**src/rtl/hazard_ctl_pkg.sv**
```systemverilog
// -----------------------------------------------------------------------------
// wisc_pkg
// Shared definitions for the WISC-SP13 pipeline hazard logic.
//   REG_W            register specifier width
//   RS_HI..RT_LO     bit positions of the rs / rt fields in a 16-bit instruction
//   NOP_INSTR        NOP encoding injected into EX when the pipe stalls
//   sb_entry_t       one scoreboard slot: {valid, destination register}
//   SB_INVALID       empty scoreboard slot (reset / bubble value)
//   entry_match()    true when a slot holds a live write to a given register
// -----------------------------------------------------------------------------
package wisc_pkg;

  localparam int REG_W = 3;

  localparam int RS_HI = 10;
  localparam int RS_LO = 8;
  localparam int RT_HI = 7;
  localparam int RT_LO = 5;

  localparam logic [15:0] NOP_INSTR = 16'b00001_00000000000;

  typedef struct packed {
    logic             valid;
    logic [REG_W-1:0] rg;
  } sb_entry_t;

  localparam sb_entry_t SB_INVALID = '{valid: 1'b0, rg: 3'd0};

  // A slot only matches while it carries a pending write; R0 is a real
  // register in this ISA, so no special case for register 0.
  function automatic logic entry_match(input sb_entry_t e,
                                       input logic [REG_W-1:0] r);
    return e.valid & (e.rg == r);
  endfunction

endpackage

```
**src/rtl/hazard_ctl_if.sv**
```systemverilog
// -----------------------------------------------------------------------------
// hazard_ctl_if
// Bundles the ID-stage inputs, pipeline controls and hazard outputs of
// hazard_ctl.
//   master : drives ID instruction info, pipe_en and flush; observes results
//   slave  : the hazard controller itself
// Signals:
//   id_instr[15:0]  instruction in ID (rs = [10:8], rt = [7:5])
//   id_rs_used      ID instruction reads rs
//   id_rt_used      ID instruction reads rt
//   id_reg_write    ID instruction writes the register file
//   id_wr_reg[2:0]  destination register of the ID instruction
//   pipe_en         global pipeline advance
//   flush           branch/jump taken in EX
//   stall           inject NOP into EX
//   ifid_en         IF/ID register enable
//   pc_en           PC register enable
//   sb_busy         any scoreboard entry valid
//   stall_cycles    saturating count of stalled, advancing cycles
// -----------------------------------------------------------------------------
interface hazard_ctl_if #(
  parameter int CNT_W = 16
);

  logic [15:0]      id_instr;
  logic             id_rs_used;
  logic             id_rt_used;
  logic             id_reg_write;
  logic [2:0]       id_wr_reg;
  logic             pipe_en;
  logic             flush;
  logic             stall;
  logic             ifid_en;
  logic             pc_en;
  logic             sb_busy;
  logic [CNT_W-1:0] stall_cycles;

  modport master (
    output id_instr,
    output id_rs_used,
    output id_rt_used,
    output id_reg_write,
    output id_wr_reg,
    output pipe_en,
    output flush,
    input  stall,
    input  ifid_en,
    input  pc_en,
    input  sb_busy,
    input  stall_cycles
  );

  modport slave (
    input  id_instr,
    input  id_rs_used,
    input  id_rt_used,
    input  id_reg_write,
    input  id_wr_reg,
    input  pipe_en,
    input  flush,
    output stall,
    output ifid_en,
    output pc_en,
    output sb_busy,
    output stall_cycles
  );

endinterface

```
**src/rtl/hazard_ctl_cmp.sv**
```systemverilog
// -----------------------------------------------------------------------------
// hazard_cmp
// Compares one ID source register against the in-flight writers held in the
// scoreboard and flags a RAW hazard.
//   WB_BYPASS  1: the register file writes before it reads, so WB is ignored
//   src_reg    source register specifier from the ID instruction
//   src_used   the ID instruction actually reads src_reg
//   ex_e       scoreboard slot for the EX stage
//   mem_e      scoreboard slot for the MEM stage
//   wb_e       scoreboard slot for the WB stage
//   hit        RAW hazard on this source
// -----------------------------------------------------------------------------
module hazard_cmp
  import wisc_pkg::*;
#(
  parameter bit WB_BYPASS = 1'b1
) (
  input  logic [REG_W-1:0] src_reg,
  input  logic             src_used,
  input  sb_entry_t        ex_e,
  input  sb_entry_t        mem_e,
  input  sb_entry_t        wb_e,
  output logic             hit
);

  logic wb_chk_s;

  // Match the source against every checked slot; WB drops out under bypass.
  always_comb begin
    if (WB_BYPASS) begin
      wb_chk_s = 1'b0;
    end else begin
      wb_chk_s = entry_match(wb_e, src_reg);
    end
    hit = src_used & (entry_match(ex_e, src_reg) |
                      entry_match(mem_e, src_reg) |
                      wb_chk_s);
  end

endmodule

```
**src/rtl/hazard_ctl.sv**
```systemverilog
// -----------------------------------------------------------------------------
// hazard_ctl
// RAW hazard controller for the five-stage WISC-SP13 core (no forwarding).
// A three-slot scoreboard mirrors the destination registers of the
// instructions in EX, MEM and WB; the instruction in ID is stalled while any
// checked slot holds a pending write to one of its sources.
// Parameters:
//   WB_BYPASS  1: WB slot never causes a hazard; 0: WB slot is checked too
//   CNT_W      width of the stall statistics counter
// Ports:
//   clk   rising-edge clock
//   rst   asynchronous active-high reset
//   bus   hazard_ctl_if.slave (ID info, pipe_en, flush, stall outputs, stats)
// -----------------------------------------------------------------------------
module hazard_ctl
  import wisc_pkg::*;
#(
  parameter bit WB_BYPASS = 1'b1,
  parameter int CNT_W     = 16
) (
  input logic         clk,
  input logic         rst,
  hazard_ctl_if.slave bus
);

  localparam logic [CNT_W-1:0] CNT_MAX = {CNT_W{1'b1}};
  localparam logic [CNT_W-1:0] CNT_ONE = {{(CNT_W-1){1'b0}}, 1'b1};

  sb_entry_t        ex_r;
  sb_entry_t        mem_r;
  sb_entry_t        wb_r;
  sb_entry_t        ex_nxt_s;
  logic [CNT_W-1:0] cnt_r;

  logic [REG_W-1:0] rs_s;
  logic [REG_W-1:0] rt_s;
  logic             rs_hit_s;
  logic             rt_hit_s;
  logic             haz_s;
  logic             stall_s;
  logic             unused_instr_s;

  assign rs_s = bus.id_instr[RS_HI:RS_LO];
  assign rt_s = bus.id_instr[RT_HI:RT_LO];

  // Opcode/function bits carry no register information for hazard purposes.
  assign unused_instr_s = ^{bus.id_instr[15:11], bus.id_instr[4:0]};

  hazard_cmp #(
    .WB_BYPASS (WB_BYPASS)
  ) u_cmp_rs (
    .src_reg  (rs_s),
    .src_used (bus.id_rs_used),
    .ex_e     (ex_r),
    .mem_e    (mem_r),
    .wb_e     (wb_r),
    .hit      (rs_hit_s)
  );

  hazard_cmp #(
    .WB_BYPASS (WB_BYPASS)
  ) u_cmp_rt (
    .src_reg  (rt_s),
    .src_used (bus.id_rt_used),
    .ex_e     (ex_r),
    .mem_e    (mem_r),
    .wb_e     (wb_r),
    .hit      (rt_hit_s)
  );

  // Stall decision; a flushed ID instruction is squashed, so it must never
  // hold the pipe even when it would otherwise hazard.
  always_comb begin
    haz_s   = rs_hit_s | rt_hit_s;
    stall_s = haz_s & ~bus.flush;
  end

  // Value entering the EX slot: a bubble on stall/flush or for non-writers.
  always_comb begin
    ex_nxt_s = SB_INVALID;
    if (stall_s | bus.flush | ~bus.id_reg_write) begin
      ex_nxt_s = SB_INVALID;
    end else begin
      ex_nxt_s = '{valid: 1'b1, rg: bus.id_wr_reg};
    end
  end

  // Scoreboard shift register; frozen entirely while the pipe is held.
  always_ff @(posedge clk or posedge rst) begin
    if (rst) begin
      ex_r  <= SB_INVALID;
      mem_r <= SB_INVALID;
      wb_r  <= SB_INVALID;
    end else if (bus.pipe_en) begin
      ex_r  <= ex_nxt_s;
      mem_r <= ex_r;
      wb_r  <= mem_r;
    end else begin
      ex_r  <= ex_r;
      mem_r <= mem_r;
      wb_r  <= wb_r;
    end
  end

  // Stall statistics: counts only cycles that really lose an issue slot,
  // and sticks at all-ones instead of wrapping.
  always_ff @(posedge clk or posedge rst) begin
    if (rst) begin
      cnt_r <= {CNT_W{1'b0}};
    end else if (bus.pipe_en & stall_s & (cnt_r != CNT_MAX)) begin
      cnt_r <= cnt_r + CNT_ONE;
    end else begin
      cnt_r <= cnt_r;
    end
  end

  // Outputs. stall must react to ID inputs in the same cycle, and the
  // scoreboard-derived terms drop as soon as rst clears the slots.
  always_comb begin
    bus.stall        = stall_s;
    bus.ifid_en      = bus.pipe_en & ~stall_s;
    bus.pc_en        = bus.pipe_en & ~stall_s;
    bus.sb_busy      = ex_r.valid | mem_r.valid | wb_r.valid;
    bus.stall_cycles = cnt_r;
  end

endmodule

```
**src/flat_wrapper.sv**
```systemverilog
// flat-port wrapper written by rule: the top's interface ports become plain ports
module hazard_ctl_flat import wisc_pkg::*;
#(
  parameter bit WB_BYPASS = 1'b1,
  parameter int CNT_W     = 16
)
  (clk, rst, bus_id_instr, bus_id_rs_used, bus_id_rt_used, bus_id_reg_write, bus_id_wr_reg, bus_pipe_en, bus_flush, bus_stall, bus_ifid_en, bus_pc_en, bus_sb_busy, bus_stall_cycles);
  hazard_ctl_if #(.CNT_W(CNT_W)) bus_i ();
  input logic clk;
  input logic rst;
  input wire logic [$bits(bus_i.id_instr)-1:0] bus_id_instr;
  input wire logic [$bits(bus_i.id_rs_used)-1:0] bus_id_rs_used;
  input wire logic [$bits(bus_i.id_rt_used)-1:0] bus_id_rt_used;
  input wire logic [$bits(bus_i.id_reg_write)-1:0] bus_id_reg_write;
  input wire logic [$bits(bus_i.id_wr_reg)-1:0] bus_id_wr_reg;
  input wire logic [$bits(bus_i.pipe_en)-1:0] bus_pipe_en;
  input wire logic [$bits(bus_i.flush)-1:0] bus_flush;
  output wire logic [$bits(bus_i.stall)-1:0] bus_stall;
  output wire logic [$bits(bus_i.ifid_en)-1:0] bus_ifid_en;
  output wire logic [$bits(bus_i.pc_en)-1:0] bus_pc_en;
  output wire logic [$bits(bus_i.sb_busy)-1:0] bus_sb_busy;
  output wire logic [$bits(bus_i.stall_cycles)-1:0] bus_stall_cycles;
  assign bus_i.id_instr = bus_id_instr;
  assign bus_i.id_rs_used = bus_id_rs_used;
  assign bus_i.id_rt_used = bus_id_rt_used;
  assign bus_i.id_reg_write = bus_id_reg_write;
  assign bus_i.id_wr_reg = bus_id_wr_reg;
  assign bus_i.pipe_en = bus_pipe_en;
  assign bus_i.flush = bus_flush;
  assign bus_stall = bus_i.stall;
  assign bus_ifid_en = bus_i.ifid_en;
  assign bus_pc_en = bus_i.pc_en;
  assign bus_sb_busy = bus_i.sb_busy;
  assign bus_stall_cycles = bus_i.stall_cycles;
  hazard_ctl #(.WB_BYPASS(WB_BYPASS), .CNT_W(CNT_W)) u_core (.clk(clk), .rst(rst), .bus(bus_i));
endmodule
```
**config.mk**
```make
export PLATFORM = sky130hd
export DESIGN_NAME = hazard_ctl_flat
export DESIGN_NICKNAME = d
export VERILOG_FILES = /design/src/rtl/hazard_ctl_pkg.sv /design/src/rtl/hazard_ctl_if.sv /design/src/rtl/hazard_ctl_cmp.sv /design/src/rtl/hazard_ctl.sv /design/src/flat_wrapper.sv
export SDC_FILE = /design/constraint.sdc
export NUM_CORES = 1
export LEC_CHECK = 0
export ABC_AREA = 1
export BUFFER_PORTS_ARGS = -buffer_cell sky130_fd_sc_hd__buf_2
export CAP_MARGIN = 10
export CELL_PAD_IN_SITES_DETAIL_PLACEMENT = 0
export CELL_PAD_IN_SITES_GLOBAL_PLACEMENT = 1
export CORE_MARGIN = 8
export CORE_UTILIZATION = 30
export DETAILED_ROUTE_END_ITERATION = 10
export PLACE_DENSITY_LB_ADDON = 0.25
export REMOVE_ABC_BUFFERS = 1
export SYNTH_ARGS = -nofsm -noshare
export SYNTH_HDL_FRONTEND = slang
export SYNTH_SLANG_ARGS = --single-unit
```
**constraint.sdc**
```tcl
create_clock -name clk -period 2.1 [get_ports clk]
set_input_delay 0.105 -clock clk [delete_from_list [all_inputs] [get_ports clk]]
set_output_delay 0.105 -clock clk [all_outputs]
set_load 0.02 [all_outputs]
```
# Word level (Yosys, flattened, before mapping)
# Index checks and enable logic that the tools add are counted.
dict set report word_totals {
  reg_bits 25
  input_bits 26
  out_inout_bits 20
  wordCells 33
}
dict set report op_classes {
  add_sub_neg 1
  n_eq_ne 5
  mux 1
  bitwise 20
}
# cell n
set op_table {}
lappend op_table {{$add A16 B1 Y16 const B} 1}
lappend op_table {{$ne A16 B16 Y1 const B} 1}
lappend op_table {{$eq A3 B3 Y1} 4}
lappend op_table {{$and A1 B1 Y1} 10}
lappend op_table {{$or A1 B1 Y1} 7}
lappend op_table {{$mux W4} 1}
lappend op_table {{$not A1 Y1} 3}

# Depth between registers and ports, before layout
# Gate-level depths: netlist (run 1).
dict set report depth {
  depth_word 9
  depth_mapped 12
  ltp_nobuf 11
}

# Cells and area by module
# A second synthesis (run 1) with hierarchy kept.
dict set report unflattened {
  cells_unflattened 271
  area_unflattened_um2 1781.7
}
# module n_inst cells_per_inst area_per_inst_um2 seq_area_each_um2
set modules_own_cells {}
lappend modules_own_cells {hazard_ctl 1 201 1508.9 700.7}
lappend modules_own_cells {hazard_cmp 2 35 136.4 0.0}

# Worst setup path before layout (run 1)
# No wires, ideal clock.
dict set report synth_timing {
  path_kind {register to output}
  start {register u_core.ex_r[0] in the netlist's numbering}
  end {output port bus_pc_en}
  arrival_ns 1.731
  required_ns 1.995
  path_slack_ns 0.264
  path_stages_with_launch 13
  path_buffers 1
  path_cell_list {dfrtp_1 > inv_1 > nand2_1 > nand2_1 > nor2_1 > nand2_1 > nand2_1 > nand2_1 > nand2_2 > inv_1 > nor2_1 > nor2_1 > buf_4}
}
dict set report synth_between {
  elab_chain_cells 8
  word_cells_on_any_way 12
  cone_classes {2 x eq/ne; 10 x bitwise}
}
# element line
set synth_rtl {}
lappend synth_rtl {{start, declared} hazard_ctl.sv:29} ;# sb_entry_t ex_r;
lappend synth_rtl {{start signal, assigned} hazard_ctl.sv:95} ;# ex_r <= ex_nxt_s;
lappend synth_rtl {{start signal, assigned} hazard_ctl.sv:99} ;# ex_r <= ex_r;
lappend synth_rtl {{$eq A3 B3 Y1} hazard_ctl_pkg.sv:33} ;# return e.valid & (e.rg == r);
lappend synth_rtl {{$and A1 B1 Y1} hazard_ctl_pkg.sv:33}
lappend synth_rtl {{$or A1 B1 Y1} hazard_ctl_cmp.sv:35} ;# hit = src_used & (entry_match(ex_e, src_reg) |
lappend synth_rtl {{$and A1 B1 Y1} hazard_ctl_cmp.sv:35}
lappend synth_rtl {{$or A1 B1 Y1 (*)} hazard_ctl.sv:74} ;# haz_s = rs_hit_s | rt_hit_s;
lappend synth_rtl {{$and A1 B1 Y1 (*)} hazard_ctl.sv:75} ;# stall_s = haz_s & ~bus.flush;
lappend synth_rtl {{via bus_stall} flat_wrapper.sv:18} ;# output wire logic [$bits(bus_i.stall)-1:0] bus_stall;
lappend synth_rtl {{$not A1 Y1 (*)} n/a}
lappend synth_rtl {{$and A1 B1 Y1 (*)} n/a}
lappend synth_rtl {{end, declared} flat_wrapper.sv:20} ;# output wire logic [$bits(bus_i.pc_en)-1:0] bus_pc_en;
# The timed path passes the listed nets; every way through them passes the cells marked *.

# Worst setup path in the final report (run 1)
dict set report layout_timing {
  start {register u_core.cnt_r[1], in the netlist u_core.bus.stall_cycles[1]}
  end {register u_core.cnt_r[0], in the netlist u_core.bus.stall_cycles[0]}
}
dict set report layout_between {
  elab_chain_cells 2
}
# element line
set layout_rtl {}
lappend layout_rtl {{start, declared} hazard_ctl.sv:33} ;# logic [CNT_W-1:0] cnt_r;
lappend layout_rtl {{start signal, assigned} hazard_ctl.sv:109} ;# cnt_r <= {CNT_W{1'b0}};
lappend layout_rtl {{start signal, assigned} hazard_ctl.sv:111} ;# cnt_r <= cnt_r + CNT_ONE;
lappend layout_rtl {{start signal, assigned} hazard_ctl.sv:113} ;# cnt_r <= cnt_r;
lappend layout_rtl {{$ne A16 B16 Y1} hazard_ctl.sv:110} ;# end else if (bus.pipe_en & stall_s & (cnt_r != CNT_MAX)) begin
lappend layout_rtl {{$and A1 B1 Y1} hazard_ctl.sv:110}
# No other way between the ends.
# A chain may end at the register's enable or synchronous reset.

==> run metrics, run 1 <==
R2R depth 9; port buffer count 35; routed len/inst 12.0 µm; ANT nets after route 0; CTS H-tree lvls 1; area growth from synthesis to layout 20.1%; Reg power frac 50.8%; clock sinks 25; Synth Warn # 0; DIE AREA 8170 µm²; outcome completed; GRT Overall Usage 10.8%; vias per cell 4.35; combinational share of power 21.6%; Core Region 5440 µm²; pwr dens 536 nW/µm²; Max Fclk 536 MHz; CP Max Fanout 17; CTS clk-pin slew, worst paths 80 ps; Longest Clk Path Bufs 2; Worst R2R Start u_core.bus.stall_cycles[1]; # nets final 312; 1st-pass router iterations 4; HPWL after DPL 3190 µm; Yosys reg bits 25; Arr. time, crit path 2080 ps; Area contributors post-synth dfrtp_1 (38%), nand2_1 (26%), nand4_1 (6.4%); CTS root buffer clkbuf_8; Hold Fails Final Rpt 0; Clk pwr share 27.5%; Die X 90.4 µm; count leader, synth nand2_1; Post-synth EDFFs 0; Int Power 735 µW; ys async rst share 100%; Max Clock Skew 8.34 ps; Rel. slew slack 71.1%; Post-Synthesis Cells 244; Clk Latency, worst-skew pair 280 ps; crit path capture type flip-flop; hold worst-path end u_core.ex_r[0]; register area share after synthesis 37.7%; minimum clock period after layout 1860 ps; routed vias 1549; Num CTS Buffers 3; CTS tree yes; RSZ-0062 raised after global routing no; layout cells sized above 1 19.0%; # rows 27; global-route wire length before repair 7380 µm; Die H 90.4 µm; # IOs 46; worst r2r dst u_core.bus.stall_cycles[0]; final setup fails 0; diodes inserted 0; slew at the pin with the worst max-slew slack 433 ps; DRC viols 0; Cell Area, Synth 1660 µm²; max-cap violations 0; Final Cycle Share 88.8%; starting density of the core 30.5%; vias in the first global route 1555; worst hold path startpoint bus_id_wr_reg[0]; initial antenna violation count 0; critical path class reg2reg; global route overflow 0; post-synth top area cell dfrtp_1; switching pwr 334 µW; wirelength, routed 4260 µm; switching part of the total 31.2%; reg-to-reg slack, setup 240 ps; hold crit path type in2reg; largest net degree at the start of global routing 26; Synth top area share 37.7%; Tot Pwr 1070 µW; Synth top cells by count nand2_1 (113), nor2_1 (26), dfrtp_1 (25), inv_1 (19), nand4_1 (17); setup TNS 0 ps; hold depth 3; Routability Congestion 0.753; worst vdd ir 0.000312 V; Setup crit start kind flip-flop; Leakage Power 0.00107 µW; synth unique cells 22; Slew Limit Fails 0; dominant synthesized flop cell dfrtp_1; CP required 2310 ps; initial drt markers 57; Syn Area/Cell 6.80 µm²
[cell type report]
cell class,count,area [µm²]
fillers,604,3440
multi-input cells,193,926
flip-flops and latches,25,628
repair buffers,42,230
well taps,72,90.1
inverters,20,75.1
clock buffers,4,45.0
[routing by layer]
| layer | global-route usage, % | part of all wire (%) |
|---|---|---|
| met1 | 14.0 | 51 |
| met2 | 17.5 | 45 |
| met3 | 1.58 | 2.0 |
| met4 | 4.16 | 1.4 |
| met5 | 0 | 0 |
[sequential cells by signal, indices dropped and copies added (netlist names)]
signal                   cells
u_core.bus.stall_cycles     16
u_core.wb_r                  1
u_core.ex_r                  4
u_core.mem_r                 4
[power groups by stage]
| stage | registers [µW] | clock network, µW | logic (µW) |
|---|---|---|---|
| final | 543 | 294 | 231 |
| after global routing | 548 | 332 | 259 |
| after CTS | 544 | 308 | 233 |
| after detailed placement | 553 | 0 | 230 |
| after global placement | 552 | 0 | 227 |
| after floorplan | 573 | 0 | 111 |
[layout by cell type (no fill, tap or decap), types with 2 or more instances in the layout]
cell and count:
and2_1 2, o21ai_0 3, buf_4 6, xor2_1 3
nor2_4 3, xnor2_1 8, inv_1 19, nand4_1 17
nand2_1 113, dfrtp_1 23, nand3_1 9, buf_2 35
dfrtp_2 2, clkbuf_8 3, nor2_1 26, nand3_4 2
[kinds of logic after synthesis]
kind of cell,synth area share (%)
compound gates,0.904
xor+xnor,5.80
flops,37.7
buf+inv,6.86
simple gates,48.0
fa+ha+maj,0.753
[worst max-delay path, cell delays in order, from the launching register on]
cell and delay [ps]:
dfrtp_1 410, ha_1 230, nand3_2 150, nor2_4 180, nand2_2 100, nor2_4 110
nand3_4 200, nand3_4 280, nand2_1 80, nand2_1 60
[worst max path at each step]
stage / startpoint / endpoint / slack [ps] / depth (start not counted)
after floorplan: u_core.ex_r[0] / bus_ifid_en / 250 / 11
after global placement: u_core.bus.stall_cycles[1] / u_core.bus.stall_cycles[0] / 220 / 9
after detailed placement: u_core.bus.stall_cycles[1] / u_core.bus.stall_cycles[0] / 210 / 9
after CTS: u_core.ex_r[0] / bus_pc_en / 50 / 12
after global routing: u_core.bus.stall_cycles[1] / u_core.bus.stall_cycles[10] / 30 / 9
final: u_core.bus.stall_cycles[1] / u_core.bus.stall_cycles[0] / 240 / 9
[stage by stage]
stage / hold WS [ps] / instance area [µm²] / util, % / std cells / setup slack, ps
2_1_floorplan: 132 / 1620 / - / 238 / 246
3_3_place_gp: 178 / 1920 / 35.2 / 349 / 224
3_5_place_dp: 187 / 1920 / 35.2 / 349 / 214
4_1_cts: 56.7 / 1970 / 36.3 / 354 / 51.0
5_1_grt: 60.2 / 1990 / 36.7 / 356 / 28.5
6_report: 56.4 / 1990 / 36.7 / 356 / 236
[what timing repair did]
item / in CTS / in global routing
hold buffers: 1 / 0
hold endpoints to repair: 25 / 0
setup endpoints to repair: 0 / 3
setup buffers: 0 / 2
gates resized for setup: 0 / 3
Note: power is estimated with default switching activity, not from simulation.
==> run 2: changes to the inputs <==
--- a/config.mk
+++ b/config.mk
@@ -8,12 +8,13 @@
 export ABC_AREA = 1
 export BUFFER_PORTS_ARGS = -buffer_cell sky130_fd_sc_hd__buf_2
 export CAP_MARGIN = 10
-export CELL_PAD_IN_SITES_DETAIL_PLACEMENT = 0
-export CELL_PAD_IN_SITES_GLOBAL_PLACEMENT = 1
+export CELL_PAD_IN_SITES_DETAIL_PLACEMENT = 2
+export CELL_PAD_IN_SITES_GLOBAL_PLACEMENT = 2
 export CORE_MARGIN = 8
-export CORE_UTILIZATION = 30
+export CORE_UTILIZATION = 27
 export DETAILED_ROUTE_END_ITERATION = 10
 export PLACE_DENSITY_LB_ADDON = 0.25
+export RECOVER_POWER = 50
 export REMOVE_ABC_BUFFERS = 1
 export SYNTH_ARGS = -nofsm -noshare
 export SYNTH_HDL_FRONTEND = slang
==> run 2 against run 1 <==
Effect of this change:
- via count is 10% higher
- sequential share of layout area rose by 0.24 points
- sequential power rose by 1%
- register-to-register slack about the same
- critical endpoint is now bus_pc_en
- utilization shrank 3.2 points
- critical path type is now reg2out
==> run metrics, run 2 (synthesis results as in run 1) <==
Longest Clk Path Bufs 2 (unchanged); Final WS setup 228 ps (was 236 ps); Final Cell Area 1980 µm² (was 1990 µm²); Clk Latency, worst-skew pair 280 ps (about the same); initial drt markers 16 (was 57); R2R depth 9 (unchanged); wirelength, routed 5270 µm (was 4260 µm); Int Power 731 µW (was 735 µW); outcome completed (unchanged); DIE AREA 8920 µm² (was 8170 µm²); CTS root buffer clkbuf_8 (unchanged); grt met2 use 21.7% (was 17.5%); max FFs per register 16 (unchanged); minimum clock period after layout 1870 ps (was 1860 ps); largest net degree at the start of global routing 26 (unchanged); layout cells sized above 1 17.7% (was 19.0%); Max Clock Skew 12.3 ps (was 8.34 ps); DP Worst Slack 143 ps (was 214 ps); most used cell, CP nand2_1; clock sinks 25 (unchanged); Arr. time, crit path 1770 ps (was 2080 ps); HPWL after DPL 4160 µm (was 3190 µm); Clk pwr share 27.8% (was 27.5%); hold depth 3 (unchanged); worst vdd ir 0.000231 V (was 0.000312 V); dpl cells 353 (was 349); reg-to-reg slack, setup 240 ps (about the same); Final Cycle Share 89.1% (was 88.8%); Reg power frac 50.5% (was 50.8%); port buffer count 35 (unchanged); final setup fails 0 (unchanged); vias per cell 4.78 (was 4.35); worst r2r dst u_core.bus.stall_cycles[1] (was u_core.bus.stall_cycles[0]); area growth from synthesis to layout 19.2% (was 20.1%); switching pwr 359 µW (was 334 µW); crit path capture type primary output (was flip-flop); Worst R2R Start u_core.bus.stall_cycles[1] (unchanged); DRC viols 0 (unchanged); Core Region 5920 µm² (was 5440 µm²); diodes inserted 0 (unchanged); hold crit path type in2reg (unchanged); met1 usage 15.8% (was 14.0%); hold worst-path end u_core.ex_r[2] (was u_core.ex_r[0]); busiest grt layer met2 (unchanged); CP Max Fanout 5 (was 17); Die X 94.4 µm (was 90.4 µm); initial antenna violation count 0 (unchanged); starting density of the core 28.0% (was 30.5%); Num CTS Buffers 3 (unchanged); vias in the first global route 1909 (was 1555); Cell Count, Final, Fillers Out 358 (was 356); CTS clk-pin slew, worst paths 90 ps (was 80 ps); Slew Limit Fails 0 (unchanged); 1st-pass router iterations 3 (was 4); CTS H-tree lvls 1 (unchanged); Rel. slew slack 54.0% (was 71.1%); global-route wire length before repair 9090 µm (was 7380 µm); Leakage Power 0.00105 µW (was 0.00107 µW); routed vias 1710 (was 1549); combinational share of power 21.7% (was 21.6%); CP required 2000 ps (was 2310 ps); max-cap violations 0 (unchanged); Routability Congestion 0.755 (was 0.753); Setup crit start kind flip-flop (unchanged); worst hold path startpoint bus_id_wr_reg[2] (was bus_id_wr_reg[0]); met3 Usage GRT 2.38% (was 1.58%); commonest non-fill, non-tap cells in the layout nand2_1 (113), buf_2 (31), nor2_1 (26) (was nand2_1 (113), buf_2 (35), nor2_1 (26)); most common cell after layout, fill and taps aside nand2_1 (unchanged); pwr dens 551 nW/µm² (was 536 nW/µm²); slew at the pin with the worst max-slew slack 689 ps (was 433 ps); global route overflow 0 (unchanged); # rows 28 (was 27); Filler Cells Inserted 738 (was 604); ANT nets after route 0 (unchanged); Die H 94.4 µm (was 90.4 µm); # nets final 311 (was 312); CTS tree yes (unchanged); GRT Overall Usage 12.6% (was 10.8%); area post-placement 1930 µm² (was 1920 µm²); critical path class reg2out (was reg2reg); switching part of the total 32.9% (was 31.2%); setup TNS 0 ps (unchanged); RSZ-0062 raised after global routing no (unchanged); Worst path max stage delay 410 ps (about the same); Max Fclk 534 MHz (was 536 MHz); routed len/inst 14.7 µm (was 12.0 µm); CP cell instances inv_1 > nand2_1 > nand2_1 > nor2_1 > nand2_1 > nand2_1 > nand2_1 > nand2_2 > inv_1 > nor2_1 > nor2_1 > buf_2 (was ha_1 > nand3_2 > nor2_4 > nand2_2 > nor2_4 > nand3_4 > nand3_4 > nand2_1 > nand2_1); Worst path slowest cell dfrtp_1 (unchanged); # IOs 46 (unchanged); Hold Fails Final Rpt 0 (unchanged)
## run 2: power groups by stage
stage / combinational (µW) / clock (µW) / sequential [µW]
2_1_floorplan: 111 / 0 / 573
3_3_place_gp: 229 / 0 / 552
3_5_place_dp: 240 / 0 / 559
4_1_cts: 243 / 310 / 550
5_1_grt: 270 / 329 / 557
6_report: 237 / 303 / 550
## run 2: layout make-up
| cell class | instances | area [µm²] | area share [%] |
|---|---|---|---|
| clock buffers | 3 | 41.3 | 2.09 |
| clock inverters | 1 | 5.00 | 0.253 |
| inverters | 20 | 75.1 | 3.79 |
| multi-input cells | 193 | 921 | 46.5 |
| flip-flops and latches | 25 | 628 | 31.7 |
| well taps | 75 | 93.8 | 4.74 |
| repair buffers | 41 | 215 | 10.9 |
## run 2: worst max-delay path by stage
stage | startpoint | to | slack, ps | cells after the start
2_1_floorplan | u_core.ex_r[0] | bus_ifid_en | 250 | 11
3_3_place_gp | u_core.bus.stall_cycles[1] | u_core.bus.stall_cycles[15] | 240 | 9
3_5_place_dp | u_core.bus.stall_cycles[1] | u_core.bus.stall_cycles[12] | 140 | 9
4_1_cts | u_core.bus.stall_cycles[1] | u_core.bus.stall_cycles[12] | 130 | 9
5_1_grt | u_core.bus.stall_cycles[1] | u_core.bus.stall_cycles[0] | 30 | 9
6_report | u_core.mem_r[0] | bus_pc_en | 230 | 12
## run 2: critical path, delay by kind of cell, from the launching register on
kind          cells  cell delay (ps)
buf+inv           3              470
flops             1              410
simple gates      9              620
## run 2: timing repair
action                     CTS  global route
hold buffers                 1             0
buffers inserted             0             0
setup endpoints to repair    0            16
gates resized for setup      0             2
hold endpoints to repair    25             0
## run 2: routing by layer
metal	share of wire (%)	vias up
li1	-	843
met1	47	843
met2	49	20
met3	3.3	4
met4	0.70	0
met5	0	-
## run 2: stage by stage
step	util, %	total power [µW]	hold slack, ps
2_1_floorplan	-	685	132
4_1_cts	33.5	1100	58.1
3_3_place_gp	32.6	782	186
6_report	33.4	1090	59.1
3_5_place_dp	32.6	800	194
5_1_grt	33.4	1160	55.6
